**src/rtl/pipeline_stall_ctrl_pkg.sv**
```systemverilog
`default_nettype none
// ============================================================================
// Module      : pipeline_stall_ctrl_pkg
// Description : Shared types and defaults for the pipeline stall controller.
// Revision    : 1.0  - initial release
// ============================================================================
package pipeline_stall_ctrl_pkg;

    // Controller states: normal flow, data-cache wait, fetch wait, halted.
    typedef enum logic [1:0] {
        ST_RUN   = 2'd0,
        ST_DWAIT = 2'd1,
        ST_IWAIT = 2'd2,
        ST_HALT  = 2'd3
    } state_t;

    // Default number of cycles a single cache wait may last before the
    // timeout flag is raised.
    localparam int WAIT_LIMIT_DEFAULT = 1024;

endpackage : pipeline_stall_ctrl_pkg
`default_nettype wire

```
**src/rtl/pipeline_stall_ctrl_sat_counter.sv**
```systemverilog
`default_nettype none
// ============================================================================
// Module      : pipeline_stall_ctrl_sat_counter
// Description : Saturating up-counter with synchronous clear. Used for the
//               stall cycle count and for the cache-wait timer.
// Revision    : 1.0  - initial release
// ============================================================================
module pipeline_stall_ctrl_sat_counter #(
    parameter int WIDTH = 8
) (
    input  logic             clk,
    input  logic             rst,
    input  logic             inc,
    input  logic             clr,
    input  logic [WIDTH-1:0] max,
    output logic [WIDTH-1:0] count
);

    logic [WIDTH-1:0] r_count;

    // Clear wins over increment; the count holds once it reaches max.
    always_ff @(posedge clk) begin
        if (rst || clr) begin
            r_count <= '0;
        end else if (inc && (r_count != max)) begin
            r_count <= r_count + 1'b1;
        end
    end

    assign count = r_count;

endmodule : pipeline_stall_ctrl_sat_counter
`default_nettype wire

```
**src/rtl/pipeline_stall_ctrl.sv**
```systemverilog
`default_nettype none
// ============================================================================
// Module      : pipeline_stall_ctrl
// Description : Five-stage pipeline hazard/stall controller. Decodes cache
//               misses, load-use hazards, taken branches and halt into
//               per-buffer locks, IF/ID flush and ID/EX bubble.
// Revision    : 1.0  - initial release
// ============================================================================
module pipeline_stall_ctrl
    import pipeline_stall_ctrl_pkg::*;
#(
    parameter int CNT_W      = 16,
    parameter int WAIT_LIMIT = WAIT_LIMIT_DEFAULT
) (
    input  logic             clk,
    input  logic             rst_b,
    input  logic             dcache_miss,
    input  logic             dcache_ready,
    input  logic             icache_miss,
    input  logic             icache_ready,
    input  logic             load_use_hazard,
    input  logic             branch_taken_ex,
    input  logic             halted_controller_wb,
    output logic             lock_pc,
    output logic             lock_if_id,
    output logic             lock_id_ex,
    output logic             lock_ex_mem,
    output logic             lock_mem_wb,
    output logic             flush_if_id,
    output logic             bubble_id_ex,
    output logic             halted,
    output logic             timeout_err,
    output logic [CNT_W-1:0] stall_count
);

    // Timer wide enough to reach WAIT_LIMIT itself (where it saturates).
    localparam int TMR_W = (WAIT_LIMIT < 2) ? 1 : $clog2(WAIT_LIMIT + 1);
    localparam logic [TMR_W-1:0] TMR_MAX  = TMR_W'(WAIT_LIMIT);
    localparam logic [TMR_W-1:0] TMR_LAST = TMR_W'(WAIT_LIMIT - 1);
    localparam logic [CNT_W-1:0] STALL_MAX = '1;

    state_t           r_state;
    state_t           w_next_state;
    logic             w_lock_all;
    logic             w_lock_front;
    logic             w_flush;
    logic             w_bubble;
    logic             w_in_wait;
    logic             w_tmr_clr;
    logic             w_tmr_inc;
    logic [TMR_W-1:0] w_timer;
    logic             r_timeout;

    // State register; reset returns to RUN regardless of the current wait.
    always_ff @(posedge clk) begin
        if (rst_b) begin
            r_state <= ST_RUN;
        end else begin
            r_state <= w_next_state;
        end
    end

    // Next-state and output decode. w_lock_all locks every buffer;
    // w_lock_front locks only PC and IF/ID (the ID/EX bubble is separate).
    always_comb begin
        w_next_state = r_state;
        w_lock_all   = 1'b0;
        w_lock_front = 1'b0;
        w_flush      = 1'b0;
        w_bubble     = 1'b0;
        unique case (r_state)
            ST_RUN: begin
                if (halted_controller_wb) begin
                    w_lock_all   = 1'b1;
                    w_next_state = ST_HALT;
                end else if (dcache_miss) begin
                    w_lock_all   = 1'b1;
                    w_next_state = ST_DWAIT;
                end else if (icache_miss) begin
                    w_lock_front = 1'b1;
                    w_bubble     = 1'b1;
                    w_next_state = ST_IWAIT;
                end else if (load_use_hazard) begin
                    w_lock_front = 1'b1;
                    w_bubble     = 1'b1;
                end else if (branch_taken_ex) begin
                    w_flush      = 1'b1;
                    w_bubble     = 1'b1;
                end
            end
            ST_DWAIT: begin
                // Branch pulses are ignored here: EX/MEM is frozen, so EX
                // presents the branch again once the miss is serviced.
                if (halted_controller_wb) begin
                    w_lock_all   = 1'b1;
                    w_next_state = ST_HALT;
                end else if (dcache_ready) begin
                    w_next_state = ST_RUN;
                end else begin
                    w_lock_all   = 1'b1;
                end
            end
            ST_IWAIT: begin
                // A data miss overrides the fetch wait; icache_miss is a held
                // level and is looked at again in RUN afterwards.
                if (halted_controller_wb) begin
                    w_lock_all   = 1'b1;
                    w_next_state = ST_HALT;
                end else if (dcache_miss) begin
                    w_lock_all   = 1'b1;
                    w_next_state = ST_DWAIT;
                end else if (icache_ready) begin
                    w_next_state = ST_RUN;
                end else begin
                    w_lock_front = 1'b1;
                    w_bubble     = 1'b1;
                end
            end
            ST_HALT: begin
                w_lock_all = 1'b1;
            end
            default: begin
                w_next_state = ST_RUN;
            end
        endcase
    end

    assign lock_pc      = w_lock_all | w_lock_front;
    assign lock_if_id   = w_lock_all | w_lock_front;
    assign lock_id_ex   = w_lock_all;
    assign lock_ex_mem  = w_lock_all;
    assign lock_mem_wb  = w_lock_all;
    // Flush/bubble are only ever decoded on paths where w_lock_all is 0.
    assign flush_if_id  = w_flush;
    assign bubble_id_ex = w_bubble;
    assign halted       = (r_state == ST_HALT);

    // Wait timer control: clear when entering a wait state (including the
    // IWAIT -> DWAIT hand-over), count each cycle the wait continues.
    assign w_in_wait = (r_state == ST_DWAIT) || (r_state == ST_IWAIT);
    assign w_tmr_clr = ((w_next_state == ST_DWAIT) || (w_next_state == ST_IWAIT))
                       && (w_next_state != r_state);
    assign w_tmr_inc = w_in_wait && (w_next_state == r_state);

    pipeline_stall_ctrl_sat_counter #(
        .WIDTH (CNT_W)
    ) u_stall_cnt (
        .clk   (clk),
        .rst   (rst_b),
        .inc   (lock_pc),
        .clr   (1'b0),
        .max   (STALL_MAX),
        .count (stall_count)
    );

    pipeline_stall_ctrl_sat_counter #(
        .WIDTH (TMR_W)
    ) u_wait_tmr (
        .clk   (clk),
        .rst   (rst_b),
        .inc   (w_tmr_inc),
        .clr   (w_tmr_clr),
        .max   (TMR_MAX),
        .count (w_timer)
    );

    // Sticky timeout: set on the edge where the timer reaches WAIT_LIMIT.
    always_ff @(posedge clk) begin
        if (rst_b) begin
            r_timeout <= 1'b0;
        end else if (w_tmr_inc && (w_timer == TMR_LAST)) begin
            r_timeout <= 1'b1;
        end
    end

    assign timeout_err = r_timeout;

endmodule : pipeline_stall_ctrl
`default_nettype wire

```
**config.mk**
```make
export PLATFORM = sky130hd
export DESIGN_NAME = pipeline_stall_ctrl
export DESIGN_NICKNAME = d
export VERILOG_FILES = /design/src/rtl/pipeline_stall_ctrl_pkg.sv /design/src/rtl/pipeline_stall_ctrl_sat_counter.sv /design/src/rtl/pipeline_stall_ctrl.sv
export SDC_FILE = /design/constraint.sdc
export NUM_CORES = 1
export LEC_CHECK = 0
export BUFFER_PORTS_ARGS = -buffer_cell sky130_fd_sc_hd__buf_4
export CAP_MARGIN = 20
export CORE_UTILIZATION = 57
export CTS_BUF_LIST = sky130_fd_sc_hd__clkbuf_4 sky130_fd_sc_hd__clkbuf_8
export CTS_CLUSTER_DIAMETER = 30
export DETAILED_ROUTE_END_ITERATION = 10
export GPL_TIMING_DRIVEN = 0
export PLACE_DENSITY = 0.82
export SYNTH_ARGS = -nofsm -noshare
export SYNTH_HDL_FRONTEND = slang
export SYNTH_SLANG_ARGS = --single-unit
```
**constraint.sdc**
```tcl
create_clock -name clk -period 2.85 [get_ports clk]
set_input_delay 0.285 -clock clk [delete_from_list [all_inputs] [get_ports clk]]
set_output_delay 0.285 -clock clk [all_outputs]
set_load 0.005 [all_outputs]
```
==> results.ini <==
[outcome]
outcome = complete, but fails checks
violations = DRC

[logic_synthesis]
avgSynthCellArea_sq_um = 8.06
yosys.area.top_type = dfxtp_1
synth_top_area_share_pct = 34.2
yosys_warnings = 0
synth_top_flop_cell = dfxtp_1
yosys.cell_types.count = 43
synthArstFlopShare_pct = 0
ys_seq_area_share_pct = 34.2
syn-cell-area_sq_um = 1760
syn_nets = 234
netlist_top_cells_area = dfxtp_1 34%, a21oi_1 5.4%, ha_1 5.0%
ys_ff_latch = 30
synth_edf_count = 0
syn_inst = 218

[routing]
drt_wl_total_um = 3890
ant_nets = 0
drc = 2
first_pass_iters = 7
wl_per_cell_um = 13.4
drt_iter0_markers = 76
dr_total_vias = 1769
via_per_inst = 6.08

[final_layout]
diodes = 0
seqCellArea_sq_um = 602
instances_no_fill = 291
fin_area_sq_um = 2130
num-nets-final = 275
layout.cells.most_common = buf_4
final_cell_mix = 37 x buf_4, 29 x dfxtp_1, 19 x nor2_1, 19 x a21oi_1, 14 x inv_1
multi_input_area_sq_um = 1070
fill_cells = 234
synthToLayoutAreaGrowth_pct = 21.4
drive_gt1_share_pct = 21.9

[timing]
worstMarginPinSlew_ns = 0.564
period_needed_ns = 2.60
setup_tns_ns = 0
setup_viol = 0
max_freq_mhz = 385
skew_ns = 0.0115
slew_violations = 0
fin_crit_sh_pct = 91.1
fin_hold_ws_ns = 0.240
rsz0062_at_grt = false
finalHoldViolCount = 0
slew_headroom_pct = 61.4

[placement]
hpwl_um = 2800
gp_congestion = 0.891
place_area_sq_um = 2040
portBuffers = 33
dp.cells = 282

[worst_hold_path]
hold_path_depth = 4
whs_endpoint = u_wait_tmr.count[6]
hold_path_class = primary input to flip-flop
hp-start = rst_b

[clocking]
htree_num_levels = 2
clk_latency_ns = 0.33
cts_root_buf = clkbuf_4
clock_sinks = 30
cts_tree = built
cts_made_buffers = 5
clk_pin_slew_ns = 0.10
clock_path_buffers = 2
postCtsHoldBufs = 0

[floorplanning]
die_w_um = 57.5
num_rows = 19
die_h_um = 57.5
io_pins = 34
core_sq_um = 2830
fp.dieArea_sq_um = 3310
start_util_pct = 62.1

[critical_path]
rr_worst_depth = 8
critPathMaxFanout = 9
worstReg2RegEnd = u_wait_tmr.count[3]
worstPathArrival_ns = 2.87
reg2reg_slack_ns = 0.25
crit_type = flip-flop to flip-flop
worst_setup_path_end_kind = flip-flop
cp_data_required_time_ns = 3.12
r2r_start = r_state[1]
crit_path_start_kind = flip-flop

[power]
peakVddDrop_v = 0.000367
cellLeakagePower_uw = 0.000791
powerDensity_nw_per_um2 = 595
power_uw = 1270

[flow_run]
drv_cap = 0

[global_routing]
grt_max_degree = 11
grt_pass1_wl_um = 6530
grt_pass1_vias = 1573
grt_overflow = 0
grt_use_total_pct = 25.0
antenna_found_initial = 0

[cell usage after synthesis, types with 3 or more instances]
cell,count
and4_1,5
nor2_1,19
nor2b_1,3
a21oi_1,19
clkbuf_1,5
o21ai_0,10
dfxtp_1,30
and2_1,3
nand3_1,9
nor4_1,5
or2_2,3
nand2_1,10
or3_1,7
buf_4,3
a2111oi_0,3
nand4_1,8
and3_1,3
a31oi_1,3
xnor2_1,10
ha_1,7
nand2b_1,5
nor3_1,6
inv_1,14
[worst max path at each step]
| stage | from | to | slack (ns) | cells after the start |
|---|---|---|---|---|
| 6_report | r_state[1] | u_wait_tmr.count[3] | 0.25 | 8 |
| 5_1_grt | r_state[0] | u_wait_tmr.count[6] | 0.03 | 9 |
| 4_1_cts | r_state[1] | lock_pc | 0.04 | 7 |
| 3_5_place_dp | r_state[1] | u_stall_cnt.count[11] | 0.11 | 9 |
| 3_3_place_gp | r_state[1] | u_stall_cnt.count[11] | 0.10 | 9 |
| 2_1_floorplan | r_state[1] | u_stall_cnt.count[11] | 0.51 | 9 |
[cells by family after synthesis]
group                      share of synthesized area [%]
DFF                                                 34.2
adders and majority gates                           4.99
xor gates and xnor gates                            5.48
muxes                                               1.14
and+or+nand+nor                                     27.1
buffers and inverters                               5.63
AOI/OAI and AO/OA                                   21.5
[metrics by stage]
stage	setup WS (ns)	utilization (%)
after CTS	0.0437	74.5
final	0.255	75.4
after global routing	0.0328	75.4
after detailed placement	0.106	72.2
after floorplan	0.511	-
after global placement	0.102	72.2
[where the power goes]
group	switching [uW]	total (uW)	internal, uW	leakage [uW]
clock network	152	270	118	0.0000343
logic	304	514	210	0.000514
registers	39.0	485	446	0.000243
total	495	1270	774	0.000791
[layout make-up]
cell class / instances / area share (%)
clock buffers: 6 / 2.40
multi-input cells: 165 / 50.3
clock inverters: 2 / 0.587
repair buffers: 34 / 12.0
flip-flops and latches: 30 / 28.2
well taps: 31 / 1.82
plain buffers: 9 / 2.29
inverters: 14 / 2.46
[sequential cells by signal, indices dropped and copies added, names as in the netlist]
name and flops:
u_stall_cnt.count 16, u_wait_tmr.count 11, r_state 2, timeout_err 1
[worst max-delay path, cell delays in order (launching register included)]
cell	delay (ns)
dfxtp_2	0.41
inv_1	0.13
ha_1	0.30
or2_2	0.32
a21oi_1	0.22
o21ai_2	0.20
a211oi_4	0.34
or4b_1	0.47
a21oi_1	0.15
[per-layer routing]
metal	vias up	track usage, %	part of all wire, %	routed length [um]
li1	881	-	-	-
met1	828	30.0	47	1830
met2	51	43.0	47	1830
met3	9	5.22	4.4	171
met4	0	10.8	1.6	63
met5	-	0	0	0
[timing repair]
action	4_1_cts	5_1_grt
gates resized for setup	0	9
setup buffers	0	1
endpoints found under the setup margin	0	29
Power figures use the tool's default switching activity.
